===== config.mk =====
export PLATFORM = sky130hd
export DESIGN_NAME = output_credit_tracker
export DESIGN_NICKNAME = d
export VERILOG_FILES = /design/src/rtl/chiplet_types_pkg.sv /design/src/rtl/vc_credit_counter.sv /design/src/rtl/output_credit_tracker.sv
export SDC_FILE = /design/constraint.sdc
export NUM_CORES = 1
export LEC_CHECK = 0
export CORE_MARGIN = 2
export CORE_UTILIZATION = 45
export CTS_BUF_LIST = sky130_fd_sc_hd__clkbuf_4
export CTS_CLUSTER_DIAMETER = 30
export CTS_CLUSTER_SIZE = 14
export DETAILED_ROUTE_END_ITERATION = 8
export DONT_BUFFER_PORTS = 1
export SYNTH_ARGS = -nofsm -noshare
export SYNTH_HDL_FRONTEND = slang
export SYNTH_SLANG_ARGS = --single-unit

===== constraint.sdc =====
create_clock -name clk -period 2.45 [get_ports clk]
set_clock_uncertainty 0.2 [all_clocks]
set_input_delay 0.49 -clock clk [delete_from_list [all_inputs] [get_ports clk]]
set_output_delay 0.49 -clock clk [all_outputs]
set_load 0.02 [all_outputs]

===== src/rtl/chiplet_types_pkg.sv =====
// Shared types for the chiplet switch datapath and its per-port credit tracking.
// Latency: n/a (types and constants only).
// Backpressure: n/a.
package chiplet_types_pkg;

   localparam int PKG_NUM_VCS     = 2;
   localparam int PKG_MAX_CREDITS = 8;
   localparam int PKG_VC_W        = (PKG_NUM_VCS > 1) ? $clog2(PKG_NUM_VCS) : 1;
   localparam int PKG_CREDIT_W    = $clog2(PKG_MAX_CREDITS + 1);

   // Packet-progress state of one virtual channel
   typedef enum logic {
      IDLE   = 1'b0,
      ACTIVE = 1'b1
   } vc_state_e;

   // One VC's credit counter, wide enough to hold 0..MAX inclusive
   typedef logic [PKG_CREDIT_W-1:0] credit_cnt_t;

endpackage


===== src/rtl/vc_credit_counter.sv =====
// Single-VC saturating credit counter with packet FSM and sticky error bits.
// Latency: 1 cycle from send/return to cnt/granted/busy.
// Backpressure: none; granted drops the cycle after the last credit is spent.
// Error bits are only built when OUTPUT_CREDIT_TRACKER_ERR_EN is defined.
module vc_credit_counter
   import chiplet_types_pkg::*;
#(
   parameter int MAX_CREDITS = PKG_MAX_CREDITS,
   parameter int CREDIT_W    = $clog2(MAX_CREDITS + 1)
) (
   input  logic                clk,
   input  logic                rst,
   input  logic                send,
   input  logic                last,
   input  logic                ret,
   output logic [CREDIT_W-1:0] cnt,
   output logic                granted,
   output logic                busy,
   output logic                underflow,
   output logic                overflow
);

   localparam logic [CREDIT_W-1:0] FULL = CREDIT_W'(MAX_CREDITS);

   vc_state_e           state;
   logic [CREDIT_W-1:0] cnt_nxt;
   logic                uf_evt;
   logic                of_evt;

   // Next count: a send and a return in the same cycle cancel; otherwise saturate at 0 / FULL
   always_comb begin
      cnt_nxt = cnt;
      uf_evt  = 1'b0;
      of_evt  = 1'b0;
      if (send && !ret) begin
         if (cnt == '0) uf_evt  = 1'b1;
         else           cnt_nxt = cnt - CREDIT_W'(1);
      end else if (ret && !send) begin
         if (cnt == FULL) of_evt  = 1'b1;
         else             cnt_nxt = cnt + CREDIT_W'(1);
      end
   end

   // Counter and grant; grant reflects the count being loaded so it never lags a spend
   always_ff @(posedge clk) begin
      if (rst) begin
         cnt     <= FULL;
         granted <= 1'b1;
      end else begin
         cnt     <= cnt_nxt;
         granted <= (cnt_nxt != '0);
      end
   end

   // Packet FSM: a non-tail send opens the VC, a tail send closes it
   always_ff @(posedge clk) begin
      if (rst) begin
         state <= IDLE;
         busy  <= 1'b0;
      end else begin
         case (state)
            IDLE: begin
               if (send && !last) begin
                  state <= ACTIVE;
                  busy  <= 1'b1;
               end
            end
            ACTIVE: begin
               if (send && last) begin
                  state <= IDLE;
                  busy  <= 1'b0;
               end
            end
            default: begin
               state <= IDLE;
               busy  <= 1'b0;
            end
         endcase
      end
   end

`ifdef OUTPUT_CREDIT_TRACKER_ERR_EN
   // Sticky error flags, cleared only by reset
   always_ff @(posedge clk) begin
      if (rst) begin
         underflow <= 1'b0;
         overflow  <= 1'b0;
      end else begin
         if (uf_evt) underflow <= 1'b1;
         if (of_evt) overflow  <= 1'b1;
      end
   end
`else
   logic unused_err_evt;
   assign unused_err_evt = uf_evt | of_evt;
   assign underflow      = 1'b0;
   assign overflow       = 1'b0;
`endif

endmodule


===== src/rtl/output_credit_tracker.sv =====
// Per-output-port credit and packet-progress tracker feeding grants back to the switch.
// Latency: 1 cycle; every output is registered, inputs at edge t show in cycle t+1.
// Backpressure: credit_granted[v] deasserts when VC v has no downstream slot left.
// Optional error detection: OUTPUT_CREDIT_TRACKER_ERR_EN (undefined ties both flags to 0).
module output_credit_tracker
   import chiplet_types_pkg::*;
#(
   parameter int NUM_VCS     = PKG_NUM_VCS,
   parameter int MAX_CREDITS = PKG_MAX_CREDITS,
   parameter int VC_W        = (NUM_VCS > 1) ? $clog2(NUM_VCS) : 1,
   parameter int CREDIT_W    = $clog2(MAX_CREDITS + 1)
) (
   input  logic                        clk,
   input  logic                        rst,
   input  logic                        flit_valid,
   input  logic [VC_W-1:0]             flit_vc,
   input  logic                        flit_last,
   input  logic [NUM_VCS-1:0]          credit_return,
   output logic [NUM_VCS-1:0]          credit_granted,
   output logic [NUM_VCS-1:0]          vc_busy,
   output logic                        packet_sent,
   output logic [NUM_VCS*CREDIT_W-1:0] credit_count,
   output logic                        underflow_err,
   output logic                        overflow_err
);

   localparam int unsigned NV = NUM_VCS;

   logic               vc_ok;
   logic [NUM_VCS-1:0] send_vld;
   logic [NUM_VCS-1:0] uf_vec;
   logic [NUM_VCS-1:0] of_vec;
   logic               oob_err;

   // A flit on a VC index beyond the link is dropped entirely
   assign vc_ok = (32'(flit_vc) < NV);

   for (genvar v = 0; v < NUM_VCS; v++) begin : g_vc
      assign send_vld[v] = flit_valid && vc_ok && (flit_vc == VC_W'(v));

      vc_credit_counter #(
         .MAX_CREDITS (MAX_CREDITS),
         .CREDIT_W    (CREDIT_W)
      ) u_cnt (
         .clk       (clk),
         .rst       (rst),
         .send      (send_vld[v]),
         .last      (flit_last),
         .ret       (credit_return[v]),
         .cnt       (credit_count[v*CREDIT_W +: CREDIT_W]),
         .granted   (credit_granted[v]),
         .busy      (vc_busy[v]),
         .underflow (uf_vec[v]),
         .overflow  (of_vec[v])
      );
   end

   // One pulse per accepted tail, so back-to-back tails give back-to-back pulses
   always_ff @(posedge clk) begin
      if (rst) packet_sent <= 1'b0;
      else     packet_sent <= flit_valid && flit_last && vc_ok;
   end

`ifdef OUTPUT_CREDIT_TRACKER_ERR_EN
   // Sticky flag for a flit addressed to a nonexistent VC
   always_ff @(posedge clk) begin
      if (rst)                      oob_err <= 1'b0;
      else if (flit_valid && !vc_ok) oob_err <= 1'b1;
   end
`else
   assign oob_err = 1'b0;
`endif

   assign underflow_err = |uf_vec;
   assign overflow_err  = (|of_vec) | oob_err;

endmodule

==> results.yml <==
status:
  status: "finished, final reports clean"
worst_setup_path:
  max_stage_delay_ns: 0.54
  worstPathMaxFanout: 5
  path_cells: "inv_1, ha_1, nor3b_1, nor3_1, a31oi_1, xnor2_1, nand4_1"
  arrival_ns: 1.96
  startpoint_type: "flip-flop"
  critPathBufInv: 1
  crit_type: "flip-flop to flip-flop"
  required_ns: 2.42
  worstSetupEndpointType: "flip-flop"
  cp_slowest_cell: "dfxtp_1"
  cp_top_family: "flip-flops"
route:
  vias: 786
  postRouteAntennaNets: 0
  wl_um: 1748
  drt_iter0_drc: 19
  vias_per_cell: 5.696
  wl_per_cell_um: 12.67
  dr.pass1.iters: 4
  drc: 0
logic_synthesis:
  synthCells: 115
  synth_warnings: 0
  syn_area_um2: 905.9
  synth.distinct_cells: 35
  synth.avg_cell_area_um2: 7.877
  ys_seq_elements: 15
  ys_seq_area_frac: 0.3315
cells_and_area:
  synthToLayoutAreaGrowth_pct: 0.8287
  antenna_cells: 0
  final_nets: 123
  n_fill_cell: 204
  layout-drive-gt1-share: 0.07207
global_route:
  grt_pass1_vias: 685
  antenna_found_initial: 0
  grt_usage: 0.1583
  grt_overflow: 0
  grt_pass1_wl_um: 3036
  grt_max_degree: 14
timing:
  rsz0062_at_grt: "no"
  slew_violations: 0
  tns_ns: 0
  hold_viol: 0
  min_period_ns: 1.992
  fmax_mhz: 502.1
  setup_violations: 0
  period_share: 0.8129
clock_tree:
  clockRootBuffer: "clkbuf_4"
  clkLatencyLatePin_ns: 0.28
  cts_max_level: 1
  cts_sinks: 15
  post_cts_resized: 0
  cts_buffers: 3
  post_cts_buffers: 0
  tritoncts: "done"
  clk_path_buf_depth: 2
  cts_hold_buffers: 0
  clkTransAtPathRegs_ns: 0.10
placement:
  hpwl_um: 1303
  gp_congestion: 0.8346
  io_buffers: 0
floorplan:
  die_w_um: 48.87
  die-area_mm2: 0.002388
  io_pins: 22
  rows: 16
  start_util: 0.4714
  die_h_um: 48.87
  core_area_mm2: 0.001922
job:
  maxCapViolations: 0
pwr:
  peakVddDrop_mv: 0.2698
  p_total_uw: 637.0
  p_per_area_mw_per_mm2: 697.4
  p_leak_nw: 0.3384
worst_hold_path:
  hold_class: "primary input to flip-flop"
path summary, 6_finish.rpt:
kind / from / end / slack [ns] / cells past startpoint
setup / recovery: g_vc[0].u_cnt.cnt[0] / g_vc[0].u_cnt.granted / 0.46 / 7
setup reg to reg: g_vc[0].u_cnt.cnt[0] / g_vc[0].u_cnt.granted / 0.46 / 7
hold reg to reg: flip-flop / flip-flop / 0.32 / 2
hold / removal: rst / g_vc[1].u_cnt.busy / 0.06 / 1
cell type report:
class,count,area [µm²],area share
multi-input cells,84,521.8,0.5712
inverters,8,30.03,0.03288
clock inverters,1,5.005,0.005479
well taps,27,33.78,0.03699
flip-flops and latches,15,300.3,0.3288
clock buffers,3,22.52,0.02466
where the power goes:
part / switching (mW) / total, mW / leakage [nW] / internal [mW]
Sequential: 0.0678 / 0.339 / 0.123 / 0.271
Clock: 0.0821 / 0.143 / 0.0177 / 0.0606
Combinational: 0.0829 / 0.156 / 0.197 / 0.0728
Total: 0.233 / 0.637 / 0.338 / 0.404
worst reg2reg max path: cells and delay by family, from the launching register on:
family	cells	cell delay [ns]
AO/OA/AOI/OAI	1	0.08
adder cells (fa/ha/maj)	1	0.26
flip-flops	1	0.54
buffers and inverters	1	0.13
XOR/XNOR	1	0.20
AND/OR/NAND/NOR	3	0.47
placed cells by master, fill, tap and decap left out, types with 2 or more instances in the layout:
cell	instances
nand3_1	4
nor3b_1	3
o21bai_1	2
nand2_1	10
nand2b_1	2
xnor2_1	2
o21ai_0	5
o21a_1	2
dfxtp_1	15
and3_1	2
nor2b_1	2
nor2_1	12
nor3_1	2
clkbuf_4	3
nand4b_1	3
conb_1	2
ha_1	4
inv_1	8
a21oi_1	7
nand3b_1	4
a31oi_1	4
stage by stage:
step	cells	worst slack [ns]	area, µm²	hold slack, ns	utilization
3_3_place_gp	134	0.4592	885.9	0.2921	0.4609
3_5_place_dp	134	0.4771	885.9	0.3008	0.4609
2_1_floorplan	116	0.6293	909.6	0.2498	-
6_report	138	0.4584	913.4	0.06209	0.4753
4_1_cts	138	0.4488	913.4	0.04742	0.4753
5_1_grt	138	0.3167	913.4	0.04253	0.4753
cells by family (layout without fill, tap and decap cells):
family	Yosys count	in the layout	share of synthesized area
adder cells (fa/ha/maj)	4	4	0.05525
multiplexers	2	2	0.02348
AND/OR/NAND/NOR	50	50	0.3053
AO/OA/AOI/OAI	24	24	0.1644
XOR/XNOR	2	2	0.01934
buffers and inverters	17	12	0.09668
flip-flops	15	15	0.3315
other	1	2	0.004140
layer usage:
layer,track usage,wire length (µm),vias to the layer above
met5,0,0,-
met1,0.2114,838,368
met2,0.2374,786,19
met3,0.03067,84,4
met4,0.09048,38,0
li1,-,-,395
cell usage after synthesis:
| library cell | instances | area share |
|---|---|---|
| a211oi_1 | 1 | 0.0083 |
| a21oi_1 | 7 | 0.039 |
| a31oi_1 | 4 | 0.028 |
| and3_1 | 2 | 0.014 |
| and3_2 | 1 | 0.0083 |
| and4_2 | 1 | 0.011 |
| buf_2 | 1 | 0.0055 |
| buf_4 | 6 | 0.050 |
| clkbuf_1 | 2 | 0.0083 |
| conb_1 | 1 | 0.0041 |
| dfxtp_1 | 15 | 0.33 |
| ha_1 | 4 | 0.055 |
| inv_1 | 8 | 0.033 |
| mux2_2 | 1 | 0.012 |
| mux2i_1 | 1 | 0.011 |
| nand2_1 | 10 | 0.041 |
| nand2b_1 | 2 | 0.014 |
| nand3_1 | 4 | 0.022 |
| nand3b_1 | 4 | 0.033 |
| nand4_1 | 1 | 0.0069 |
| nand4b_1 | 3 | 0.029 |
| nor2_1 | 12 | 0.050 |
| nor2b_1 | 2 | 0.014 |
| nor3_1 | 2 | 0.011 |
| nor3_2 | 1 | 0.011 |
| nor3b_1 | 3 | 0.025 |
| nor4_1 | 1 | 0.0069 |
| o2111ai_1 | 1 | 0.0097 |
| o21a_1 | 2 | 0.017 |
| o21ai_0 | 5 | 0.028 |
| o21bai_1 | 2 | 0.017 |
| o311ai_0 | 1 | 0.0097 |
| o32ai_1 | 1 | 0.0097 |
| or4_1 | 1 | 0.0083 |
| xnor2_1 | 2 | 0.019 |
No activity file was read; power rests on OpenSTA's default activity.
